==> src/rtl/serial_seq_ctrl_if.sv <==
// Interface bundling the opcode/start handshake and the datapath control strobes.
// Optional macro SERIAL_STEP_EN adds the step_en throttle input.
interface serial_seq_ctrl_if #(
    parameter int DATA_W  = 8,
    parameter int DIGIT_W = 1
);
    localparam int STEPS = DATA_W / DIGIT_W;
    localparam int CNT_W = (STEPS > 1) ? $clog2(STEPS) : 1;

    logic [3:0]       opcode;
    logic             btn_edge;
`ifdef SERIAL_STEP_EN
    logic             step_en;
`endif
    logic             busy;
    logic             load_a;
    logic             load_b;
    logic             shift_a;
    logic             shift_b;
    logic             shift_out;
    logic [1:0]       alu_op;
    logic             invert_b;
    logic             carry_in_set;
    logic             carry_en;
    logic             load_out;
    logic [CNT_W-1:0] step_idx;
    logic             done;
    logic             illegal;

    modport master (
        output opcode,
        output btn_edge,
`ifdef SERIAL_STEP_EN
        output step_en,
`endif
        input  busy,
        input  load_a,
        input  load_b,
        input  shift_a,
        input  shift_b,
        input  shift_out,
        input  alu_op,
        input  invert_b,
        input  carry_in_set,
        input  carry_en,
        input  load_out,
        input  step_idx,
        input  done,
        input  illegal
    );

    modport slave (
        input  opcode,
        input  btn_edge,
`ifdef SERIAL_STEP_EN
        input  step_en,
`endif
        output busy,
        output load_a,
        output load_b,
        output shift_a,
        output shift_b,
        output shift_out,
        output alu_op,
        output invert_b,
        output carry_in_set,
        output carry_en,
        output load_out,
        output step_idx,
        output done,
        output illegal
    );
endinterface

==> src/rtl/serial_seq_ctrl.sv <==
// Sequencer for the bit/digit-serial datapath: load operands, run STEPS shift cycles, commit.
// Optional macro SERIAL_STEP_EN gates EXEC progress with bus.step_en.
module serial_seq_ctrl #(
    parameter int DATA_W  = 8,
    parameter int DIGIT_W = 1
) (
    input logic        clk,
    input logic        rstn,
    serial_seq_ctrl_if.slave bus
);
    localparam int STEPS = DATA_W / DIGIT_W;
    localparam int CNT_W = (STEPS > 1) ? $clog2(STEPS) : 1;
    localparam logic [CNT_W-1:0] LAST_STEP = CNT_W'(STEPS - 1);

    typedef enum logic [2:0] {
        S_IDLE,
        S_LOAD_A,
        S_LOAD_B,
        S_EXEC,
        S_WRITE
    } state_t;

    state_t           state, next_state;
    logic [3:0]       op_q;
    logic [CNT_W-1:0] step_q, step_d;
    logic             illegal_q;
    logic [2:0]       ctrl_q;
    logic             start_legal;
    logic             advance;
    logic             is_sub;
    logic             is_arith;

    function automatic logic op_legal(input logic [3:0] op);
        case (op)
            4'b0000, 4'b1000, 4'b0001, 4'b1001,
            4'b0110, 4'b1100, 4'b0101, 4'b1011,
            4'b0100, 4'b1010: op_legal = 1'b1;
            default:          op_legal = 1'b0;
        endcase
    endfunction

    // Returns {invert_b, alu_op[1:0]}.
    function automatic logic [2:0] op_ctrl(input logic [3:0] op);
        case (op)
            4'b0001, 4'b1001: op_ctrl = 3'b1_00;
            4'b0110, 4'b1100: op_ctrl = 3'b0_01;
            4'b0101, 4'b1011: op_ctrl = 3'b0_10;
            4'b0100, 4'b1010: op_ctrl = 3'b0_11;
            default:          op_ctrl = 3'b0_00;
        endcase
    endfunction

    assign start_legal = bus.btn_edge && op_legal(bus.opcode);
    assign ctrl_q      = op_ctrl(op_q);
    assign is_sub      = ctrl_q[2];
    assign is_arith    = (ctrl_q[1:0] == 2'b00);

`ifdef SERIAL_STEP_EN
    assign advance = bus.step_en;
`else
    assign advance = 1'b1;
`endif

    always_ff @(posedge clk or negedge rstn) begin
        if (!rstn) begin
            state     <= S_IDLE;
            op_q      <= 4'd0;
            step_q    <= '0;
            illegal_q <= 1'b0;
        end else begin
            state     <= next_state;
            step_q    <= step_d;
            illegal_q <= (state == S_IDLE) && bus.btn_edge && !op_legal(bus.opcode);
            if ((state == S_IDLE) && start_legal) begin
                op_q <= bus.opcode;
            end
        end
    end

    always_comb begin
        next_state       = state;
        step_d           = step_q;
        bus.busy         = (state != S_IDLE);
        bus.load_a       = 1'b0;
        bus.load_b       = 1'b0;
        bus.shift_a      = 1'b0;
        bus.shift_b      = 1'b0;
        bus.shift_out    = 1'b0;
        bus.carry_in_set = 1'b0;
        bus.carry_en     = 1'b0;
        bus.load_out     = 1'b0;
        bus.done         = 1'b0;
        bus.illegal      = illegal_q;
        bus.step_idx     = step_q;
        bus.alu_op       = (state != S_IDLE) ? ctrl_q[1:0] : 2'b00;
        bus.invert_b     = (state != S_IDLE) ? ctrl_q[2] : 1'b0;

        case (state)
            S_IDLE: begin
                if (start_legal) begin
                    next_state = S_LOAD_A;
                end
            end
            S_LOAD_A: begin
                bus.load_a = 1'b1;
                next_state = op_q[3] ? S_LOAD_B : S_EXEC;
            end
            S_LOAD_B: begin
                bus.load_b = 1'b1;
                next_state = S_EXEC;
            end
            S_EXEC: begin
                if (advance) begin
                    bus.shift_a      = 1'b1;
                    bus.shift_b      = 1'b1;
                    bus.shift_out    = 1'b1;
                    bus.carry_in_set = is_sub && (step_q == '0);
                    bus.carry_en     = is_arith && (step_q != '0);
                    if (step_q == LAST_STEP) begin
                        step_d     = '0;
                        next_state = S_WRITE;
                    end else begin
                        step_d = step_q + CNT_W'(1);
                    end
                end
            end
            S_WRITE: begin
                bus.load_out = 1'b1;
                bus.done     = 1'b1;
                next_state   = S_IDLE;
            end
            default: begin
                next_state = S_IDLE;
            end
        endcase
    end
endmodule

==> src/flat_wrapper.sv <==
// flat-port wrapper written by rule: the top's interface ports become plain ports
module serial_seq_ctrl_flat 
#(
    parameter int DATA_W  = 8,
    parameter int DIGIT_W = 1
)
  (clk, rstn, bus_opcode, bus_btn_edge, bus_busy, bus_load_a, bus_load_b, bus_shift_a, bus_shift_b, bus_shift_out, bus_alu_op, bus_invert_b, bus_carry_in_set, bus_carry_en, bus_load_out, bus_step_idx, bus_done, bus_illegal);
  serial_seq_ctrl_if #(.DATA_W(DATA_W), .DIGIT_W(DIGIT_W)) bus_i ();
  input logic clk;
  input logic rstn;
  input wire logic [$bits(bus_i.opcode)-1:0] bus_opcode;
  input wire logic [$bits(bus_i.btn_edge)-1:0] bus_btn_edge;
  output wire logic [$bits(bus_i.busy)-1:0] bus_busy;
  output wire logic [$bits(bus_i.load_a)-1:0] bus_load_a;
  output wire logic [$bits(bus_i.load_b)-1:0] bus_load_b;
  output wire logic [$bits(bus_i.shift_a)-1:0] bus_shift_a;
  output wire logic [$bits(bus_i.shift_b)-1:0] bus_shift_b;
  output wire logic [$bits(bus_i.shift_out)-1:0] bus_shift_out;
  output wire logic [$bits(bus_i.alu_op)-1:0] bus_alu_op;
  output wire logic [$bits(bus_i.invert_b)-1:0] bus_invert_b;
  output wire logic [$bits(bus_i.carry_in_set)-1:0] bus_carry_in_set;
  output wire logic [$bits(bus_i.carry_en)-1:0] bus_carry_en;
  output wire logic [$bits(bus_i.load_out)-1:0] bus_load_out;
  output wire logic [$bits(bus_i.step_idx)-1:0] bus_step_idx;
  output wire logic [$bits(bus_i.done)-1:0] bus_done;
  output wire logic [$bits(bus_i.illegal)-1:0] bus_illegal;
  assign bus_i.opcode = bus_opcode;
  assign bus_i.btn_edge = bus_btn_edge;
  assign bus_busy = bus_i.busy;
  assign bus_load_a = bus_i.load_a;
  assign bus_load_b = bus_i.load_b;
  assign bus_shift_a = bus_i.shift_a;
  assign bus_shift_b = bus_i.shift_b;
  assign bus_shift_out = bus_i.shift_out;
  assign bus_alu_op = bus_i.alu_op;
  assign bus_invert_b = bus_i.invert_b;
  assign bus_carry_in_set = bus_i.carry_in_set;
  assign bus_carry_en = bus_i.carry_en;
  assign bus_load_out = bus_i.load_out;
  assign bus_step_idx = bus_i.step_idx;
  assign bus_done = bus_i.done;
  assign bus_illegal = bus_i.illegal;
  serial_seq_ctrl #(.DATA_W(DATA_W), .DIGIT_W(DIGIT_W)) u_core (.clk(clk), .rstn(rstn), .bus(bus_i));
endmodule
==> config.mk <==
export PLATFORM = sky130hd
export DESIGN_NAME = serial_seq_ctrl_flat
export DESIGN_NICKNAME = d
export VERILOG_FILES = /design/src/rtl/serial_seq_ctrl_if.sv /design/src/rtl/serial_seq_ctrl.sv /design/src/flat_wrapper.sv
export SDC_FILE = /design/constraint.sdc
export NUM_CORES = 1
export LEC_CHECK = 0
export BUFFER_PORTS_ARGS = -buffer_cell sky130_fd_sc_hd__buf_2
export CAP_MARGIN = 10
export CORE_MARGIN = 4
export CORE_UTILIZATION = 30
export CTS_BUF_LIST = sky130_fd_sc_hd__clkbuf_8
export DETAILED_ROUTE_END_ITERATION = 16
export HOLD_SLACK_MARGIN = 0.12
export MAX_ROUTING_LAYER = met4
export PLACE_DENSITY = 0.54
export SYNTH_ARGS = -nofsm -noshare
export SYNTH_HDL_FRONTEND = slang
export SYNTH_SLANG_ARGS = --single-unit
==> constraint.sdc <==
create_clock -name clk -period 2.3 [get_ports clk]
set_input_delay 0.115 -clock clk [delete_from_list [all_inputs] [get_ports clk]]
set_output_delay 0.115 -clock clk [all_outputs]
set_load 0.05 [all_outputs]
==> results.py <==
metrics = {
    "critical_path": {
        "cp-end-kind": "output pin",
        "regToRegStartpoint": "u_core.state[2]",
        "cp_num_buf_inv": 1,
        "start_kind": "register",
        "slowest_delay_ps": 510,
        "path_class": "reg2out",
        "crit_start": "u_core.op_q[2]",
        "crit_fanout": 7,
        "worstPathArrival_ps": 1700,
        "r2r_slack_ps": 760,
        "worstPathRequired_ps": 2180,
        "cp_top_family": "simple AND/OR/NAND/NOR gates",
        "path_cells": "or3b_2 > nor3b_1 > buf_2",
        "critPathSlowestCell": "or3b_2",
    },
    "synth": {
        "yosysSeqAreaShare_pct": 35.9,
        "synth_area_leaders": "dfrtp_1, nand2_1, ha_1, nor2_1, inv_1",
        "syn_inst": 92,
        "syn_nets": 102,
        "synth_warnings": 0,
        "synthesis.area_um2": 766,
        "ys_ff_latch": 11,
        "synth_top_area_share_pct": 35.9,
        "yosysUniqueCellTypes": 31,
        "yosys.area.top_type": "dfrtp_1",
        "syn_area_per_cell_um2": 8.32,
    },
    "global_routing": {
        "grt_pass1_vias": 689,
        "grt_overflow": 0,
        "grt_usage_pct": 11.7,
        "antenna_found_initial": 0,
        "grt_max_degree": 12,
        "grt_pass1_wl_um": 3000,
    },
    "timing": {
        "rsz0062_at_grt": "false",
        "fin_crit_sh_pct": 78.9,
        "setup_viol": 0,
        "fin_crit_ps": 1810,
        "worst_slack_ps": 485,
        "clock_skew_ps": 4.60,
        "clock.fmax_mhz": 551,
        "hold_viol": 0,
        "tightest_slew_ps": 298,
        "maxSlewViolCount": 0,
        "slew_headroom_pct": 79.9,
    },
    "cells_and_area": {
        "fin_area_um2": 936,
        "diodes": 0,
        "synthToLayoutAreaGrowth_pct": 22.2,
        "layout_commonest_cell": "buf_2",
        "drive_gt1_share_pct": 28.9,
        "layout.nets": 125,
        "layout_common_cells": "buf_2, nand2_1, dfrtp_1",
        "nFillCells": 271,
    },
    "clocking": {
        "cts.sinks": 11,
        "clock_path_buffers": 2,
        "cts_buffers": 3,
        "htree_levels": 1,
        "cts-root-buf": "clkbuf_8",
        "path_clk_slew_ps": 60,
        "cts_tree": "done",
        "clk-insertion-delay-late_ps": 240,
    },
    "power_and_ir_drop": {
        "combPwrFrac_pct": 62.3,
        "power_density_nw_per_um2": 1570,
        "seqPwrFrac_pct": 23.7,
        "power_switching_share_pct": 58.0,
        "clockPowerShare_pct": 13.9,
        "p_int_mw": 0.615,
        "p_switching_mw": 0.851,
        "ir_worst_vdd_mv": 0.871,
        "leakage_nw": 0.441,
    },
    "placement": {
        "hpwl_um": 1340,
        "place_area_um2": 880,
        "io_buffer_count": 23,
        "place.gp.congestion": 0.772,
        "place_ws_ps": 757,
    },
    "min_path": {
        "hold_start": "bus_opcode[2]",
        "min_path_type": "in2reg",
    },
    "detailed_routing": {
        "drt-initial-drc-count": 20,
        "wire_per_inst_um": 12.3,
        "dr.pass1.iters": 4,
        "drc_errors": 0,
        "via_per_inst": 4.94,
        "ant_nets": 0,
        "vias": 712,
        "wirelength_um": 1770,
    },
    "die": {
        "core-area_um2": 2450,
        "num_rows": 18,
        "die_x_um": 58.5,
        "pin_count": 24,
        "initial_core_util_pct": 31.2,
        "dieArea_um2": 3420,
        "dieHeight_um": 58.5,
    },
    "status": {
        "status": "finished clean",
    },
    "job": {
        "drv_cap": 0,
    },
}
[flip-flops by register name (all words and copies together), names as in the netlist]
signal and count:
u_core.bus.illegal 1, u_core.bus.step_idx 3, u_core.op_q 4, u_core.state 3
[cell families (layout without fill, tap and decap cells)]
logic type | count (synthesis) | count (layout) | synth area share [%]
buffers and inverters | 14 | 36 | 10.3
DFF | 11 | 11 | 35.9
adders and majority gates | 3 | 3 | 4.90
AOI/OAI and AO/OA | 20 | 20 | 18.8
xor gates and xnor gates | 1 | 1 | 1.14
and+or+nand+nor | 43 | 43 | 28.9
[timing repair]
item,CTS,global route
buffers inserted,0,0
hold endpoints to repair,11,0
resized for setup,0,0
hold buffers,1,0
[power groups by stage]
stage / registers, mW / clock network (mW) / logic [mW]
floorplan: 0.420 / 0 / 0.701
global placement: 0.349 / 0 / 0.915
detailed placement: 0.352 / 0 / 0.923
CTS: 0.349 / 0.210 / 0.927
global route: 0.365 / 0.219 / 0.988
finish: 0.348 / 0.204 / 0.914
[metrics by stage]
step / total power [mW] / setup TNS [ps] / hold WS, ps / std cells / utilization [%]
6_report: 1.47 / 0 / 178 / 144 / 38.1
5_1_grt: 1.57 / 0 / 183 / 144 / 38.1
4_1_cts: 1.49 / 0 / 175 / 144 / 38.1
3_5_place_dp: 1.27 / 0 / 12.0 / 139 / 35.8
3_3_place_gp: 1.26 / 0 / 6.54 / 139 / 35.8
2_1_floorplan: 1.12 / -64.7 / -181 / 92 / -
[synth_stat cells (all sizes together)]
cell / number
nand2: 12
dfrtp: 11
nor2: 10
inv: 7
o21ai: 6
buf: 5
a21oi: 4
ha: 3
nand2b: 3
nand3: 3
nor2b: 3
nor3: 3
nor3b: 3
a211oi: 2
and2: 2
clkbuf: 2
o311ai: 2
a2111oi: 1
a22o: 1
a31o: 1
a31oi: 1
nand3b: 1
nor4: 1
o21bai: 1
o31ai: 1
or3b: 1
or4b: 1
xor2: 1
[worst reg2reg max path, stage by stage (launching register included)]
cell and delay, ps:
dfrtp_1 440, or4b_4 620, a211oi_1 280, o21ai_1 90
[area by class of cell]
class	instances	area [um^2]	share of cell area, %
clock inverter	1	5.00	0.535
timing repair buffer	25	133	14.2
inverter	7	26.3	2.81
tap	30	37.5	4.01
multi-input combinational	67	418	44.7
clock buffer	3	41.3	4.41
sequential	11	275	29.4
[layer usage]
metal  up-vias  wire (um)  global-route usage, %
met2        20        792                   17.1
met5         -          0                      -
met4         0         27                   4.97
li1        359          -                      -
met1       330        832                   15.0
met3         3        114                   3.29
[worst paths after layout]
kind	end	cells after the start
setup / recovery	bus_carry_in_set	3
hold / removal	u_core.op_q[1]	2
setup reg to reg	u_core.op_q[3]	3
hold reg to reg	u_core.bus.step_idx[1]	2
max in group asynchronous	u_core.state[1]	2
min in group asynchronous	u_core.bus.step_idx[1]	2
Power figures use the tool's default switching activity.
